### config.mk
export PLATFORM = sky130hd
export DESIGN_NAME = pll_rst_ctrl_flat
export DESIGN_NICKNAME = d
export VERILOG_FILES = /design/src/rtl/pll_rst_ctrl_pkg.sv /design/src/rtl/pll_rst_ctrl_if.sv /design/src/rtl/pll_rst_ctrl_sync_2ff.sv /design/src/rtl/pll_rst_ctrl.sv /design/src/flat_wrapper.sv
export SDC_FILE = /design/constraint.sdc
export NUM_CORES = 1
export LEC_CHECK = 0
export ABC_AREA = 1
export BUFFER_PORTS_ARGS = -buffer_cell sky130_fd_sc_hd__clkbuf_2
export CAP_MARGIN = 10
export CORE_ASPECT_RATIO = 1.2
export CORE_MARGIN = 2
export CORE_UTILIZATION = 54
export DETAILED_ROUTE_END_ITERATION = 10
export PLACE_DENSITY = 0.76
export SYNTH_ARGS = -nofsm -noshare
export SYNTH_HDL_FRONTEND = slang
export SYNTH_SLANG_ARGS = --single-unit
### constraint.sdc
create_clock -name refclk -period 2.3 [get_ports refclk]
set_clock_uncertainty 0.2 [all_clocks]
set_input_delay 0.345 -clock refclk [delete_from_list [all_inputs] [get_ports refclk]]
set_output_delay 0.345 -clock refclk [all_outputs]
set_load 0.02 [all_outputs]
### src/rtl/pll_rst_ctrl_pkg.sv
// Shared types and default parameter values for the PLL reset/lock supervisor.
package pll_rst_ctrl_pkg;

    typedef enum logic [1:0] {
        S_WAIT    = 2'd0,
        S_STABLE  = 2'd1,
        S_RUN     = 2'd2,
        S_PLL_RST = 2'd3
    } state_t;

    localparam int unsigned DEF_STABLE_CYCLES  = 16;
    localparam int unsigned DEF_TIMEOUT_CYCLES = 1024;
    localparam int unsigned DEF_PLL_RST_CYCLES = 4;
    localparam int unsigned DEF_CNT_W          = 8;

    function automatic int unsigned max3(int unsigned a, int unsigned b, int unsigned c);
        int unsigned m;
        m = (a > b) ? a : b;
        return (m > c) ? m : c;
    endfunction

endpackage

### src/rtl/pll_rst_ctrl_if.sv
// Lock flag in, PLL reset / system reset / status out, between supervisor and system.
interface pll_rst_ctrl_if
    import pll_rst_ctrl_pkg::*;
#(
    parameter int unsigned CNT_W = DEF_CNT_W
);
    logic             locked;
    logic             pll_rst;
    logic             rst_out;
    logic             ready;
    logic [CNT_W-1:0] lock_loss_cnt;

    modport master (input locked, output pll_rst, output rst_out, output ready, output lock_loss_cnt);
    modport slave  (output locked, input pll_rst, input rst_out, input ready, input lock_loss_cnt);
endinterface

### src/rtl/pll_rst_ctrl_sync_2ff.sv
// sync_2ff: two-flop synchronizer, asynchronous active-high reset to 0.
module sync_2ff (
    input  logic clk,
    input  logic rst,
    input  logic i_d,
    output logic o_q
);
    logic r_meta;
    logic r_sync;

    always_ff @(posedge clk or posedge rst) begin
        if (rst) begin
            r_meta <= 1'b0;
            r_sync <= 1'b0;
        end else begin
            r_meta <= i_d;
            r_sync <= r_meta;
        end
    end

    assign o_q = r_sync;
endmodule

### src/rtl/pll_rst_ctrl.sv
// Lock qualifier / PLL re-reset supervisor on refclk.
// PLL_RST_CTRL_LOCK_LOSS_CNT_EN builds the saturating lock-loss counter; otherwise it reads 0.
module pll_rst_ctrl
    import pll_rst_ctrl_pkg::*;
#(
    parameter int unsigned STABLE_CYCLES  = DEF_STABLE_CYCLES,
    parameter int unsigned TIMEOUT_CYCLES = DEF_TIMEOUT_CYCLES,
    parameter int unsigned PLL_RST_CYCLES = DEF_PLL_RST_CYCLES,
    parameter int unsigned CNT_W          = DEF_CNT_W
) (
    input  logic           refclk,
    input  logic           rst,
    pll_rst_ctrl_if.master bus
);
    localparam int unsigned TMR_MAX = max3(TIMEOUT_CYCLES, STABLE_CYCLES, PLL_RST_CYCLES);
    localparam int unsigned TMR_W   = (TMR_MAX > 1) ? $clog2(TMR_MAX) : 1;
    localparam logic [TMR_W-1:0] C_TIMEOUT = TMR_W'(TIMEOUT_CYCLES - 1);
    localparam logic [TMR_W-1:0] C_STABLE  = TMR_W'(STABLE_CYCLES - 1);
    localparam logic [TMR_W-1:0] C_PLL_RST = TMR_W'(PLL_RST_CYCLES - 1);

    state_t           r_state;
    state_t           w_state_nxt;
    logic [TMR_W-1:0] r_timer;
    logic             r_rst_out;
    logic             r_pll_rst;
    logic             w_locked_s;

    sync_2ff u_sync (
        .clk (refclk),
        .rst (rst),
        .i_d (bus.locked),
        .o_q (w_locked_s)
    );

    always_comb begin
        w_state_nxt = r_state;
        unique case (r_state)
            S_WAIT: begin
                if (w_locked_s)
                    w_state_nxt = S_STABLE;
                else if (r_timer == C_TIMEOUT)
                    w_state_nxt = S_PLL_RST;
            end
            S_STABLE: begin
                if (!w_locked_s)
                    w_state_nxt = S_WAIT;
                else if (r_timer == C_STABLE)
                    w_state_nxt = S_RUN;
            end
            S_RUN: begin
                if (!w_locked_s)
                    w_state_nxt = S_WAIT;
            end
            S_PLL_RST: begin
                if (r_timer == C_PLL_RST)
                    w_state_nxt = S_WAIT;
            end
            default: w_state_nxt = S_WAIT;
        endcase
    end

    // Outputs registered from next state: same timing as decoding r_state, but glitch-free.
    always_ff @(posedge refclk or posedge rst) begin
        if (rst) begin
            r_state   <= S_WAIT;
            r_timer   <= '0;
            r_rst_out <= 1'b1;
            r_pll_rst <= 1'b0;
        end else begin
            r_state   <= w_state_nxt;
            r_timer   <= (w_state_nxt != r_state) ? '0 : r_timer + 1'b1;
            r_rst_out <= (w_state_nxt != S_RUN);
            r_pll_rst <= (w_state_nxt == S_PLL_RST);
        end
    end

`ifdef PLL_RST_CTRL_LOCK_LOSS_CNT_EN
    logic             w_loss;
    logic [CNT_W-1:0] r_lock_loss_cnt;

    assign w_loss = (r_state == S_RUN) && !w_locked_s;

    always_ff @(posedge refclk or posedge rst) begin
        if (rst)
            r_lock_loss_cnt <= '0;
        else if (w_loss && (r_lock_loss_cnt != '1))
            r_lock_loss_cnt <= r_lock_loss_cnt + 1'b1;
    end

    assign bus.lock_loss_cnt = r_lock_loss_cnt;
`else
    assign bus.lock_loss_cnt = {CNT_W{1'b0}};
`endif

    assign bus.rst_out = r_rst_out;
    assign bus.ready   = !r_rst_out;
    assign bus.pll_rst = r_pll_rst;
endmodule

### src/flat_wrapper.sv
// flat-port wrapper written by rule: the top's interface ports become plain ports
module pll_rst_ctrl_flat import pll_rst_ctrl_pkg::*;
#(
    parameter int unsigned STABLE_CYCLES  = DEF_STABLE_CYCLES,
    parameter int unsigned TIMEOUT_CYCLES = DEF_TIMEOUT_CYCLES,
    parameter int unsigned PLL_RST_CYCLES = DEF_PLL_RST_CYCLES,
    parameter int unsigned CNT_W          = DEF_CNT_W
)
  (refclk, rst, bus_locked, bus_pll_rst, bus_rst_out, bus_ready, bus_lock_loss_cnt);
  pll_rst_ctrl_if #(.CNT_W(CNT_W)) bus_i ();
  input  logic refclk;
  input  logic rst;
  input wire logic [$bits(bus_i.locked)-1:0] bus_locked;
  output wire logic [$bits(bus_i.pll_rst)-1:0] bus_pll_rst;
  output wire logic [$bits(bus_i.rst_out)-1:0] bus_rst_out;
  output wire logic [$bits(bus_i.ready)-1:0] bus_ready;
  output wire logic [$bits(bus_i.lock_loss_cnt)-1:0] bus_lock_loss_cnt;
  assign bus_i.locked = bus_locked;
  assign bus_pll_rst = bus_i.pll_rst;
  assign bus_rst_out = bus_i.rst_out;
  assign bus_ready = bus_i.ready;
  assign bus_lock_loss_cnt = bus_i.lock_loss_cnt;
  pll_rst_ctrl #(.STABLE_CYCLES(STABLE_CYCLES), .TIMEOUT_CYCLES(TIMEOUT_CYCLES), .PLL_RST_CYCLES(PLL_RST_CYCLES), .CNT_W(CNT_W)) u_core (.refclk(refclk), .rst(rst), .bus(bus_i));
endmodule
==> run summary, run 1 <==
### Drt
- TritonRoute pass-1 iters: 4
- count of routing violations after the opening detailed-route iteration: 3
- detailed-routed wire length on met2: 687 microns
- Routed WL per cell: 10.2 microns
- M1 wire length: 565 microns
- uppermost signal routing layer after detailed routing: met4
- ANT nets after route: 0
- DRC viols: 0
- count of vias placed by the detailed router: 619
- post-DR vias/cell: 4.84
- final wirelength: 1.31 mm
- metal3 WL: 23 microns

### Die
- area of the die: 0.00201 sq mm
- cell row count: 16
- io pins: 14
- die width: 41.3 microns
- total core area: 0.00160 sq mm
- initial core utilization: 0.562
- overall die height: 48.7 microns

### Critical path
- Required @ worst endpoint: 2.27 ns
- worst stage delay on the critical path: 0.38 ns
- slowest cell on the critical path: sky130_fd_sc_hd__dfrtp_1
- sort of element at the end of the critical path: flop
- minimum setup slack among reg-to-reg paths: 0.52 ns
- maximum fanout along the worst path: 10
- cell chain of the critical path: ha_1 -> nand2_2 -> nor2_4 -> inv_2 -> nor2_2 -> nor2_1 -> nor2_2 -> o21ai_2 -> nand3_4 -> nor2_1
- endpoint arrival time on the critical path: 1.76 ns
- Setup crit start kind: flop
- path type of the worst setup path: reg2reg
- Critical Path Source: u_core.r_timer[0]
- r2r startpoint: u_core.r_timer[0]

### Layout
- share of cells above drive strength 1: 0.255
- Final Core Density: 0.605
- most common cell after layout, fill and taps aside: sky130_fd_sc_hd__nor2_1
- commonest non-fill, non-tap cells in the layout: 19 x sky130_fd_sc_hd__nor2_1, 15 x sky130_fd_sc_hd__dfrtp_1, 12 x sky130_fd_sc_hd__inv_1
- diode insertion count for antenna repair: 0
- relative area change from synthesis to final layout: 7.79%
- Final nets: 115

### Timing
- Min Clock Period, post-route: 1.78 ns
- transition time at the pin with the least slew margin: 0.573 ns
- final setup violation count: 0
- unrepaired setup endpoints after global routing: no
- Final Hold Viols: 0
- Max Freq: 561 MHz
- max-slew violation count: 0
- final critical-path share of the clock period: 0.775
- sum of negative setup slack: 0 ns
- headroom to the max-slew limit: 0.617

### Synth
- synth warn: 0
- number of register bits inferred by synthesis: 16
- multiplexer fraction of the synthesized cell area: 0
- Compound-Gate Fraction of Synth Area: 0.0431
- per-instance average area after synthesis: 9.00 sq um
- Synth Area in Simple Gates: 0.289
- area of the mapped netlist: 900 sq um
- adder-cell area share of the yosys netlist: 0.0139
- count of distinct cell types in the synthesized netlist: 23
- dominant combinational cell family by area after synthesis: simple AND/OR/NAND/NOR gates
- Seq/Total Area, Yosys: 0.446
- fraction of synthesized cell area in xor and xnor cells: 0.0779
- gate count after technology mapping: 100

### Place
- final RePlAce weighted congestion: 0.777
- input/output buffers: 5
- DP HPWL: 1.04 mm

### Clock network
- clock-pin slew of the registers on the worst-case setup and hold paths: 0.09 ns
- CTS HTree Levels: 1
- clock latency on the worst-skew pair: 0.28 ns
- clock sinks: 16
- Clk Tree Root Cell: sky130_fd_sc_hd__clkbuf_4
- setup fix buffers added after clock tree synthesis: 0
- maximum clock insertion buffer count: 2
- TritonCTS clock tree: built
- clock buffer count from CTS: 3

### Global route
- overall global routing resource usage: 0.175
- antenna violations before repair: 0
- global-route wire length before repair: 2.44 mm
- remaining global-route overflow: 0
- number of global-route vias before repair: 650
- maximum number of pins on one net before global-route repair: 17

### Flow run
- reported max-cap violation count: 0

### Power
- highest ir drop seen on vdd: 0.640 mV
- power density over cell area: 947 mW/mm^2
- Leakage Power: 0.490 nW

### Hold path
- beginning of the worst hold path: u_core.u_sync.r_meta
- Min-Delay Path Class: reg2reg

### Outcome
- status: complete, no violations

[cells in the mapped netlist]
library cell,n,area [sq um]
sky130_fd_sc_hd__nand3_4,1,17.5
sky130_fd_sc_hd__nor2_1,19,71.3
sky130_fd_sc_hd__xnor2_1,3,26.3
sky130_fd_sc_hd__inv_2,2,7.51
sky130_fd_sc_hd__nand2_2,1,6.26
sky130_fd_sc_hd__conb_1,1,3.75
sky130_fd_sc_hd__dfstp_2,1,26.3
sky130_fd_sc_hd__inv_1,12,45.0
sky130_fd_sc_hd__ha_1,1,12.5
sky130_fd_sc_hd__buf_4,8,60.1
sky130_fd_sc_hd__o21ai_2,2,17.5
sky130_fd_sc_hd__nand3b_4,1,20.0
sky130_fd_sc_hd__dfrtp_1,15,375
sky130_fd_sc_hd__nor2_2,5,31.3
sky130_fd_sc_hd__nand3_2,3,30.0
sky130_fd_sc_hd__a21oi_2,1,8.76
sky130_fd_sc_hd__o21bai_1,1,7.51
sky130_fd_sc_hd__xor2_1,5,43.8
sky130_fd_sc_hd__o21ai_0,1,5.00
sky130_fd_sc_hd__nor2_4,1,11.3
sky130_fd_sc_hd__nand3_1,5,25.0
sky130_fd_sc_hd__nand2_1,10,37.5
sky130_fd_sc_hd__nor3_2,1,10.0
[power by group]
group	total (mW)	switching [mW]	internal, mW
Sequential	0.374	0.0411	0.333
Clock	0.180	0.0834	0.0963
Combinational	0.364	0.244	0.120
Total	0.918	0.368	0.550
[critical path, delay by kind of cell (launching register included)]
family / cells / cell delay [ns]
AND/OR/NAND/NOR: 7 / 0.73
flip-flops: 1 / 0.38
AO/OA/AOI/OAI: 1 / 0.09
buffers and inverters: 1 / 0.05
adder cells (fa/ha/maj): 1 / 0.24
[registers in the layout (all words and copies together), names as in the netlist]
register              flops
u_core.r_timer           10
u_core.r_state            2
u_core.bus.pll_rst        1
u_core.bus.rst_out        1
u_core.u_sync.o_q         1
u_core.u_sync.r_meta      1
[path summary, 6_finish.rpt]
path,end,cells after the start
min in group asynchronous,u_core.u_sync.r_meta,3
max in group asynchronous,u_core.bus.rst_out,3
worst max-delay path,u_core.r_timer[2],10
worst min-delay path,u_core.u_sync.o_q,0
worst max register to register,u_core.r_timer[2],10
worst min register to register,u_core.u_sync.o_q,0
[layer usage]
| layer | vias to the layer above | track usage |
|---|---|---|
| met5 | - | 0 |
| met4 | 0 | 0.0968 |
| met3 | 4 | 0.0138 |
| met2 | 9 | 0.279 |
| met1 | 298 | 0.221 |
| li1 | 308 | - |
[layout make-up]
class / instances / area [sq um]
Tap cell: 18 / 22.5
Fill cell: 139 / 632
Multi-Input combinational cell: 69 / 412
Timing Repair Buffer: 7 / 45.0
Inverter: 14 / 52.6
Clock buffer: 4 / 36.3
Sequential cell: 16 / 402
[cells by family (layout without fill, tap and decap cells)]
group / count (synthesis) / after routing
xor gates and xnor gates: 8 / 8
DFF: 16 / 16
and+or+nand+nor: 47 / 47
AOI/OAI and AO/OA: 5 / 5
adders and majority gates: 1 / 1
buffers and inverters: 22 / 25
other: 1 / 8
[timing repair]
action                                  in CTS  in global routing
hold buffers                                 2                  0
endpoints found under the hold margin       16                  0
resized for setup                            0                  0
endpoints found under the setup margin       0                  0
[metrics by stage]
stage | cells | setup slack, ns | area, sq um | hold WS (ns) | power [mW]
after detailed placement | 122 | 0.528 | 913 | 0.142 | 0.744
after floorplan | 107 | 0.680 | 926 | 0.0580 | 0.677
final | 128 | 0.518 | 970 | 0.156 | 0.918
after global routing | 128 | 0.385 | 970 | 0.167 | 0.994
after CTS | 128 | 0.516 | 970 | 0.162 | 0.926
after global placement | 122 | 0.562 | 913 | 0.133 | 0.728
(Power assumes the default switching activity.)
==> inputs of run 2 (changes only) <==
clock period = 1.72 ns   (was 2.3 ns; I/O delays follow)
==> run 2 against run 1 <==
The run now ends with negative setup slack left. Sequential power rose by 35%. Die area did not move. Global-route usage rose by 4.7 points. Power rose by 72%. Non-clock buffer count rose by 13. Maximum frequency rose by 3.2%. Wire length rose by 53%. Critical path depth did not move. Count of clock-buffer cells in the layout did not move. Critical path type unchanged. Largest cell class unchanged.
==> run summary, run 2 (synthesis gave the netlist of run 1 again) <==
### Power
- Sw Share: 0.440, +0.0389
- share of power burned in combinational logic: 0.516, +0.119
- clock network power share: 0.163, -0.033
- Leakage Power: 0.602 nW, +23%
- switching pwr: 693 uW, +88%
- Internal Power: 882 uW, +60%
- portion of total power attributed to sequential cells: 0.321, -0.087
- power density over cell area: 1330 mW/mm^2, +41%
- highest ir drop seen on vdd: 1.02 mV, +60%

### Die
- io pins: 14, unchanged
- cell row count: 16, unchanged
- overall die height: 48.7 microns, unchanged
- area of the die: 0.00201 sq mm, unchanged
- total core area: 0.00160 sq mm, unchanged
- die width: 41.3 microns, unchanged
- initial core utilization: 0.562, unchanged

### Clock network
- Clk Tree Root Cell: sky130_fd_sc_hd__clkbuf_4
- clock latency on the worst-skew pair: 0.30 ns, +0.02 ns
- clock-pin slew of the registers on the worst-case setup and hold paths: 0.10 ns, about the same
- CTS HTree Levels: 1, unchanged
- TritonCTS clock tree: built
- clock buffer count from CTS: 3, unchanged
- clock sinks: 16, unchanged
- maximum clock insertion buffer count: 2, unchanged

### Timing
- min setup slack post-route: -0.00711 ns, -0.525 ns
- Final Hold Viols: 0, unchanged
- final setup violation count: 3, +3
- unrepaired setup endpoints after global routing: yes
- worst hold slack across all endpoints: 0.170 ns, +0.0135 ns
- final critical-path share of the clock period: 1.00, +0.229
- headroom to the max-slew limit: 0.595, -0.0224
- Max Freq: 579 MHz, +3.2%
- Min Clock Period, post-route: 1.73 ns, -0.0548 ns
- max-slew violation count: 0, unchanged
- transition time at the pin with the least slew margin: 0.607 ns, +0.0336 ns

### Drt
- DRC viols: 0, unchanged
- ANT nets after route: 0, unchanged
- count of routing violations after the opening detailed-route iteration: 4, +1
- Routed WL per cell: 14.0 microns, +38%
- TritonRoute pass-1 iters: 4, unchanged
- post-DR vias/cell: 4.94, +2.1%
- count of vias placed by the detailed router: 701, +13%
- final wirelength: 1.99 mm, +53%

### Layout
- share of cells above drive strength 1: 0.411, +0.157
- area of combinational cells with multiple inputs: 527 sq um, +28%
- relative area change from synthesis to final layout: 31.4%
- most common cell after layout, fill and taps aside: sky130_fd_sc_hd__nor2_1
- registers with the highest flip-flop counts: u_core.r_timer (10), u_core.r_state (2)
- Final nets: 129, +12%
- max FFs per register: 10, unchanged
- largest reg by FF count: u_core.r_timer
- # fillers: 108, -22%
- Final Core Density: 0.738, +0.133
- commonest non-fill, non-tap cells in the layout: 17 x sky130_fd_sc_hd__nor2_1, 15 x sky130_fd_sc_hd__dfrtp_1, 13 x sky130_fd_sc_hd__buf_4
- FF/Latch Area: 402 sq um, unchanged
- diode insertion count for antenna repair: 0, unchanged

### Critical path
- cell family contributing the most delay on the critical path: simple AND/OR/NAND/NOR gates
- path type of the worst setup path: reg2reg
- Required @ worst endpoint: 1.71 ns, -0.56 ns
- Critical Path Source: u_core.r_timer[0]
- slowest cell on the critical path: sky130_fd_sc_hd__dfrtp_1
- worst stage delay on the critical path: 0.41 ns, +0.03 ns
- Setup crit start kind: flop
- endpoint arrival time on the critical path: 1.71 ns, -0.05 ns
- r2r startpoint: u_core.r_timer[0]
- sort of element at the end of the critical path: flop
- maximum fanout along the worst path: 5, -5
- number of buffer and inverter instances along the worst setup path: 1, unchanged
- Most common cell on crit path: sky130_fd_sc_hd__nand3_4
- cell chain of the critical path: ha_4 -> nand2_4 -> nor2_4 -> inv_2 -> nor2_4 -> nand2_2 -> nand3_4 -> nand3_4 -> nand3_4 -> nor2_1

### Global route
- number of global-route vias before repair: 719, +11%
- global-route wire length before repair: 3.04 mm, +25%
- overall global routing resource usage: 0.222, +0.0474
- antenna violations before repair: 0, unchanged
- remaining global-route overflow: 0, unchanged
- maximum number of pins on one net before global-route repair: 17, unchanged

### Hold path
- beginning of the worst hold path: u_core.u_sync.r_meta
- Min-Delay Path Class: reg2reg

### Outcome
- status: finished, violations left
- violations in the final reports: negative setup slack

### Place
- input/output buffers: 5, unchanged
- DP HPWL: 1.20 mm, +16%
- final RePlAce weighted congestion: 0.730, -6.1%

### Flow run
- reported max-cap violation count: 0, unchanged

run 2: per-layer routing:
layer  wire length, microns  track usage  vias up
met5                      0            0        -
met4                     31       0.0699        0
met3                     36       0.0505        4
met2                   1150        0.383        8
met1                    780        0.255      348
li1                       -            -      341
run 2: area by class of cell:
type | count | area share
Inverter | 14 | 0.0444
Sequential cell | 16 | 0.340
Multi-Input combinational cell | 70 | 0.446
Tap cell | 18 | 0.0190
Timing Repair Buffer | 20 | 0.121
Clock buffer | 4 | 0.0307
run 2: power by group through the flow:
stage	registers [mW]	logic (mW)	clock network [mW]
6_report	0.506	0.813	0.256
5_1_grt	0.515	0.890	0.273
4_1_cts	0.503	0.661	0.257
3_5_place_dp	0.504	0.533	0
3_3_place_gp	0.501	0.505	0
2_1_floorplan	0.515	0.390	0
run 2: worst paths after layout:
kind / endpoint / slack (ns) / depth (start not counted)
min: u_core.u_sync.o_q / 0.17 / 0
min reg2reg: u_core.u_sync.o_q / 0.17 / 0
max reg2reg: u_core.r_timer[8] / -0.007 / 10
max in group asynchronous: u_core.r_timer[8] / 0.57 / 3
min in group asynchronous: u_core.r_state[1] / 0.36 / 3
max: u_core.r_timer[8] / -0.007 / 10
run 2: per-stage QoR:
stage                     setup TNS, ns  setup slack (ns)  power, mW  cells  cell area [sq um]
final                           -0.0124          -0.00711       1.58    142               1180
after global placement                0            0.0519       1.01    128                958
after detailed placement         -0.207           -0.0280       1.04    128                958
after global routing              -1.01           -0.0999       1.68    142               1180
after floorplan                       0            0.0999      0.905    107                926
after CTS                             0           0.00982       1.42    137               1070
run 2: timing repair:
item,CTS,global route
gates cloned,1,0
resized for setup,5,17
buffers inserted,2,5
hold buffers,2,0
endpoints found under the setup margin,13,13
pin swaps,3,11
endpoints found under the hold margin,16,0
